--- config.mk ---
export PLATFORM = sky130hd
export DESIGN_NAME = uart_tx_cfg
export DESIGN_NICKNAME = d
export VERILOG_FILES = /design/src/rtl/uart_pkg.sv /design/src/rtl/uart_baud_gen.sv /design/src/rtl/uart_tx_cfg.sv
export SDC_FILE = /design/constraint.sdc
export NUM_CORES = 1
export LEC_CHECK = 0
export CORE_AREA = 2 2 76 78
export CTS_CLUSTER_DIAMETER = 40
export DETAILED_ROUTE_END_ITERATION = 7
export DIE_AREA = 0 0 78 80
export GPL_TIMING_DRIVEN = 0
export PLACE_DENSITY = 0.76
export SLEW_MARGIN = 15
export SYNTH_ARGS = -nofsm -noshare
export SYNTH_HDL_FRONTEND = slang
export SYNTH_SLANG_ARGS = --single-unit
--- constraint.sdc ---
create_clock -name clk -period 3 [get_ports clk]
set_input_delay 0.75 -clock clk [delete_from_list [all_inputs] [get_ports clk]]
set_output_delay 0.75 -clock clk [all_outputs]
set_load 0.03 [all_outputs]
--- src/rtl/uart_pkg.sv ---
// Shared definitions for the configurable UART transmitter.
//   state_e   : transmitter FSM states
//   PAR_*     : parity mode encodings for the PARITY parameter
//   calc_div  : clock cycles per bit, rounded to nearest
package uart_pkg;

  typedef enum logic [2:0] {
    IDLE,
    START,
    DATA,
    PAR,
    STOP
  } state_e;

  localparam int PAR_NONE = 0;
  localparam int PAR_ODD  = 1;
  localparam int PAR_EVEN = 2;

  function automatic int calc_div(input int clk_freq, input int baud);
    return (clk_freq + baud / 2) / baud;
  endfunction

endpackage

--- src/rtl/uart_baud_gen.sv ---
// Bit-period timer for the UART transmitter.
//   clk      : system clock, rising edge
//   rst_n    : asynchronous active-low reset
//   restart  : synchronously clears the count (frame load / idle)
//   bit_tick : high on the last cycle (count DIV-1) of each bit period
module uart_baud_gen #(
  parameter int DIV = 868
) (
  input  logic clk,
  input  logic rst_n,
  input  logic restart,
  output logic bit_tick
);

  localparam int CW = (DIV > 1) ? $clog2(DIV) : 1;
  localparam logic [CW-1:0] LAST    = CW'(DIV - 1);
  localparam logic [CW-1:0] CNT_ONE = CW'(1);

  logic [CW-1:0] cnt_q, cnt_d;

  always_comb begin
    cnt_d = cnt_q + CNT_ONE;
    if (restart || (cnt_q == LAST)) cnt_d = '0;
  end

  always_ff @(posedge clk or negedge rst_n) begin
    if (!rst_n) cnt_q <= '0;
    else        cnt_q <= cnt_d;
  end

  // Depends only on the register, so restart (which depends on the tick
  // through the pop decision) cannot form a combinational loop.
  assign bit_tick = (cnt_q == LAST);

endmodule

--- src/rtl/uart_tx_cfg.sv ---
// Configurable UART transmitter with an input FIFO.
//   clk        : system clock, rising edge
//   rst_n      : asynchronous active-low reset
//   data       : payload word (DATA_BITS wide)
//   valid      : producer presents data
//   ready      : FIFO can accept; transfer on valid && ready
//   tx         : registered serial output, idle high
//   busy       : frame in flight or FIFO non-empty
//   fifo_count : words currently held in the FIFO
module uart_tx_cfg
  import uart_pkg::*;
#(
  parameter int CLK_FREQ   = 100_000_000,
  parameter int BAUD       = 115200,
  parameter int DATA_BITS  = 8,
  parameter int PARITY     = 0,
  parameter int STOP_BITS  = 1,
  parameter int FIFO_DEPTH = 4
) (
  input  logic                          clk,
  input  logic                          rst_n,
  input  logic [DATA_BITS-1:0]          data,
  input  logic                          valid,
  output logic                          ready,
  output logic                          tx,
  output logic                          busy,
  output logic [$clog2(FIFO_DEPTH):0]   fifo_count
);

  localparam int DIV = calc_div(CLK_FREQ, BAUD);
  localparam int AW  = $clog2(FIFO_DEPTH);

  localparam logic [AW:0] DEPTH_V   = (AW+1)'(FIFO_DEPTH);
  localparam logic [AW:0] PTR_ONE   = (AW+1)'(1);
  localparam logic [3:0]  LAST_DATA = 4'(DATA_BITS - 1);
  localparam logic [3:0]  LAST_STOP = 4'(STOP_BITS - 1);

  if (DIV < 2 || DATA_BITS < 5 || DATA_BITS > 9 ||
      PARITY < PAR_NONE || PARITY > PAR_EVEN ||
      STOP_BITS < 1 || STOP_BITS > 2 ||
      FIFO_DEPTH < 2 || (FIFO_DEPTH & (FIFO_DEPTH - 1)) != 0) begin : g_bad_param
    $error("uart_tx_cfg: illegal parameter combination");
  end

  // ---------------------------------------------------------------- FIFO
  logic [DATA_BITS-1:0] mem_q [FIFO_DEPTH];
  logic [AW:0]          wptr_q, rptr_q;
  logic [AW:0]          count;
  logic                 full, empty, push, pop;
  logic [DATA_BITS-1:0] head;

  assign count = wptr_q - rptr_q;
  assign full  = (count == DEPTH_V);
  assign empty = (count == '0);
  // Refused when full even if a pop happens this cycle: no pass-through.
  assign push  = valid && !full;
  assign head  = mem_q[rptr_q[AW-1:0]];

  always_ff @(posedge clk) begin
    if (push) mem_q[wptr_q[AW-1:0]] <= data;
  end

  always_ff @(posedge clk or negedge rst_n) begin
    if (!rst_n) begin
      wptr_q <= '0;
      rptr_q <= '0;
    end else begin
      if (push) wptr_q <= wptr_q + PTR_ONE;
      if (pop)  rptr_q <= rptr_q + PTR_ONE;
    end
  end

  // ----------------------------------------------------------------- FSM
  state_e               state_q, state_d;
  logic [3:0]           bitcnt_q, bitcnt_d;
  logic [DATA_BITS-1:0] shreg_q, shreg_d;
  logic                 par_q, par_d;
  logic                 tx_q, tx_d;
  logic                 bit_tick, restart;

  // Counter held in IDLE and realigned on every frame load.
  assign restart = pop || (state_q == IDLE);

  uart_baud_gen #(
    .DIV (DIV)
  ) u_baud (
    .clk      (clk),
    .rst_n    (rst_n),
    .restart  (restart),
    .bit_tick (bit_tick)
  );

  always_ff @(posedge clk or negedge rst_n) begin
    if (!rst_n) begin
      state_q  <= IDLE;
      bitcnt_q <= '0;
      shreg_q  <= '0;
      par_q    <= 1'b0;
      tx_q     <= 1'b1;
    end else begin
      state_q  <= state_d;
      bitcnt_q <= bitcnt_d;
      shreg_q  <= shreg_d;
      par_q    <= par_d;
      tx_q     <= tx_d;
    end
  end

  always_comb begin
    state_d  = state_q;
    bitcnt_d = bitcnt_q;
    shreg_d  = shreg_q;
    par_d    = par_q;
    pop      = 1'b0;
    unique case (state_q)
      IDLE: begin
        if (!empty) begin
          pop     = 1'b1;
          state_d = START;
          shreg_d = head;
          par_d   = (PARITY == PAR_ODD) ? ~^head : ^head;
        end
      end
      START: begin
        if (bit_tick) begin
          state_d  = DATA;
          bitcnt_d = '0;
        end
      end
      DATA: begin
        if (bit_tick) begin
          shreg_d = shreg_q >> 1;
          if (bitcnt_q == LAST_DATA) begin
            state_d  = (PARITY != PAR_NONE) ? PAR : STOP;
            bitcnt_d = '0;
          end else begin
            bitcnt_d = bitcnt_q + 4'd1;
          end
        end
      end
      PAR: begin
        if (bit_tick) begin
          state_d  = STOP;
          bitcnt_d = '0;
        end
      end
      STOP: begin
        if (bit_tick) begin
          if (bitcnt_q == LAST_STOP) begin
            // Back-to-back: reload directly from the FIFO, no idle cycle.
            if (!empty) begin
              pop     = 1'b1;
              state_d = START;
              shreg_d = head;
              par_d   = (PARITY == PAR_ODD) ? ~^head : ^head;
            end else begin
              state_d = IDLE;
            end
          end else begin
            bitcnt_d = bitcnt_q + 4'd1;
          end
        end
      end
      default: state_d = IDLE;
    endcase
  end

  // tx is registered, so its next value follows the next state.
  always_comb begin
    tx_d = 1'b1;
    case (state_d)
      START:   tx_d = 1'b0;
      DATA:    tx_d = shreg_d[0];
      PAR:     tx_d = par_d;
      default: tx_d = 1'b1;
    endcase
  end

  assign tx         = tx_q;
  assign ready      = !full;
  assign fifo_count = count;
  assign busy       = (state_q != IDLE) || !empty;

endmodule

==> key figures <==
Drt
  – WL final: 4820 µm
  – Via Count: 1817
  – Wire per inst: 14.2 µm
  – Drt pass-1 iters: 4
  – Number of DRC markers in iteration 0: 95
  – Antenna Nets Post-Route: 0
  – Avg Vias per Cell: 5.36
  – DRC Markers: 0

Timing
  – Actual slew at the worst max-slew pin: 0.737 ns
  – Final hold violations: 0
  – Setup WS post-layout: 0.0617 ns
  – Rel. slew slack: 0.508
  – Final clock skew: 0.00895 ns
  – Max-slew violations: 0
  – Tmin final: 2.94 ns
  – Hold slack: 0.474 ns
  – RSZ-0062 raised after global routing: yes
  – Setup-failing EPs final: 0
  – Final worst-path cycle share: 0.979
  – F_max: 340 MHz

Status
  – Outcome: finished clean

Worst setup path
  – CP Data Required Time: 2.25 ns
  – Critical path capture point type: output port
  – Worst Path Arrival: 2.19 ns
  – Startpoint types: flop
  – Reg2reg start: wptr_q[0]
  – Setup crit start: wptr_q[0]
  – Crit Path Max Fanout: 4
  – WS Path Type: reg -> out

Job
  – Max Cap Viol: 0

Yosys
  – Sequential area share after synthesis: 0.582
  – Area contributors post-synth: edfxtp_1 (31%), dfrtp_1 (26%), mux4_1 (6.0%)
  – Synth Flop Type: edfxtp_1
  – Post-synth EDFFs: 32
  – FF+latch count, synth: 65
  – Synth top area share: 0.313
  – Post-Syn Area: 3070 µm²
  – Synth cell types: 53
  – Yosys synthesis warning count: 0
  – Mapped Cells: 231
  – Mapped Nets: 253
  – Mean area per synthesized cell: 13.3 µm²
  – Asr flop ratio synth: 0.508
  – Synth area leader: edfxtp_1

Power and ir drop
  – LEAKAGE: 1.39 nW
  – IR Drop Worst-Case VDD: 0.541 mV
  – Pwr Density: 681 nW/µm²

Placed design
  – Final Wtd Congestion: 0.767
  – Post-DP HPWL: 3410 µm
  – PortBufs: 16
  – Setup WS pre-CTS: -0.196 ns
  – Placed cell areas: 3320 µm²

Min path
  – Worst hold path type: in -> async

Clock network
  – Clock Latency Late Sink: 0.33 ns
  – Clock buffers created by TritonCTS: 9
  – CTS tree: yes
  – Cts-stage hold buffer count: 0
  – H-tree levels: 3
  – Max clock buf depth: 2
  – Root buf cell: clkbuf_8
  – TritonCTS Sinks: 65
  – Reg clk slew, reported paths: 0.08 ns

Cells and area
  – Cell area after layout: 3530 µm²
  – Syn-to-layout area delta: 15.0%
  – Nets@finish: 284
  – Storage cell area: 1790 µm²
  – Layout cells sized above 1: 0.157
  – Footprint of the multi-input gates: 1200 µm²
  – Fillers: 436
  – N_diodes: 0

Floorplan
  – DIE AREA: 6240 µm²
  – Row count: 27
  – Initial Util: 0.568
  – DIE WIDTH: 78 µm
  – Die Span Y: 80 µm
  – Io pins: 17
  – Placeable Area: 5410 µm²

Global route
  – First-pass GRT wire length: 8490 µm
  – Initial antenna violation count: 0
  – Largest net degree at the start of global routing: 34
  – Vias in the first global route: 1821
  – Gr usage total: 0.179
  – Gr ovfl total: 0
layout by cell type, fill, tap and decap left out, drive strengths merged, types with 3 or more instances in the layout:
cell	netlist	final
dfrtp	32	32
clkbuf	1	10
nand3	10	10
a21oi	5	5
xnor2	14	14
nor2	16	16
mux4	8	8
o21ai	16	16
nand2b	3	3
clkdlybuf4s50	0	12
nand2	13	13
clkinv	0	5
xor2	7	7
inv	17	19
buf	4	11
a22oi	6	6
nor3b	3	3
and3	5	5
ha	10	10
edfxtp	32	32
path summary, 6_finish.rpt:
kind                              endpoint  cells after the start  slack, ns
max in group asynchronous       shreg_q[3]                      1       2.05
min                             state_q[2]                      1       0.47
min reg2reg                u_baud.cnt_q[0]                      1       0.50
max reg2reg                    mem_q[3][6]                      8       0.56
max                          fifo_count[2]                      7       0.06
min in group clk           u_baud.cnt_q[0]                      1       0.50
layer usage:
layer / up-vias / GRT usage / wire length [µm]
met5: - / 0 / 0
met4: 0 / 0.0684 / 47
met3: 4 / 0.0520 / 130
met2: 22 / 0.291 / 2390
met1: 884 / 0.229 / 2250
li1: 907 / - / -
worst max-delay path, stage by stage (launching register included):
cell and delay [ns]:
dfrtp_1 0.36, inv_2 0.07, ha_1 0.21, fa_2 0.35, xnor2_2 0.16, xnor2_2 0.18
buf_4 0.14, dlygate4sd2_1 0.39
Yosys cell counts, drive strengths merged, types with 3 or more instances:
| cell type | number |
|---|---|
| and3 | 5 |
| buf | 4 |
| nor3b | 3 |
| inv | 17 |
| xor2 | 7 |
| nand2b | 3 |
| o21ai | 16 |
| a22oi | 6 |
| ha | 10 |
| xnor2 | 14 |
| nand2 | 13 |
| mux4 | 8 |
| a21oi | 5 |
| nor2 | 16 |
| nand3 | 10 |
| edfxtp | 32 |
| dfrtp | 32 |
repair_timing:
item | in CTS | in global routing
setup buffers | 3 | 1
gates cloned | 0 | 0
resized for setup | 16 | 2
endpoints found under the hold margin | 0 | 0
pin swaps | 1 | 1
endpoints found under the setup margin | 3 | 3
power breakdown:
part | switching, mW | total [mW] | internal, mW | leakage [nW]
registers | 0.0341 | 1.09 | 1.06 | 0.703
clock network | 0.347 | 0.654 | 0.306 | 0.0939
logic | 0.367 | 0.659 | 0.292 | 0.590
flip-flops by register name, indices dropped and copies added (netlist names):
register      flops
par_q             1
mem_q            32
rptr_q            3
bitcnt_q          4
tx                1
state_q           3
shreg_q           8
u_baud.cnt_q     10
wptr_q            3
metrics by stage:
step / instances / util / setup TNS (ns) / total power, mW
final: 339 / 0.654 / 0 / 2.40
after global routing: 339 / 0.654 / -0.126 / 2.54
after CTS: 338 / 0.652 / 0 / 2.42
after detailed placement: 319 / 0.614 / -0.325 / 1.70
after global placement: 319 / 0.615 / -0.250 / 1.68
after floorplan: 231 / - / 0 / 1.51
cells by family (layout without fill, tap and decap cells):
family / Yosys count / count (layout) / synth area share
AOI/OAI and AO/OA: 36 / 36 / 0.0778
xor gates and xnor gates: 21 / 21 / 0.0623
adders and majority gates: 11 / 11 / 0.0473
buffers and inverters: 22 / 58 / 0.0322
DFF: 65 / 65 / 0.582
muxes: 8 / 8 / 0.0672
and+or+nand+nor: 68 / 68 / 0.131
layout make-up:
cell class,instances,area share
tap,72,0.0255
sequential,65,0.506
timing repair buffer,20,0.0506
clock buffer,9,0.0351
clock inverter,7,0.0152
buffer,5,0.00992
multi-input combinational,144,0.340
inverter,17,0.0181
Note: power is estimated with default switching activity, not from simulation.
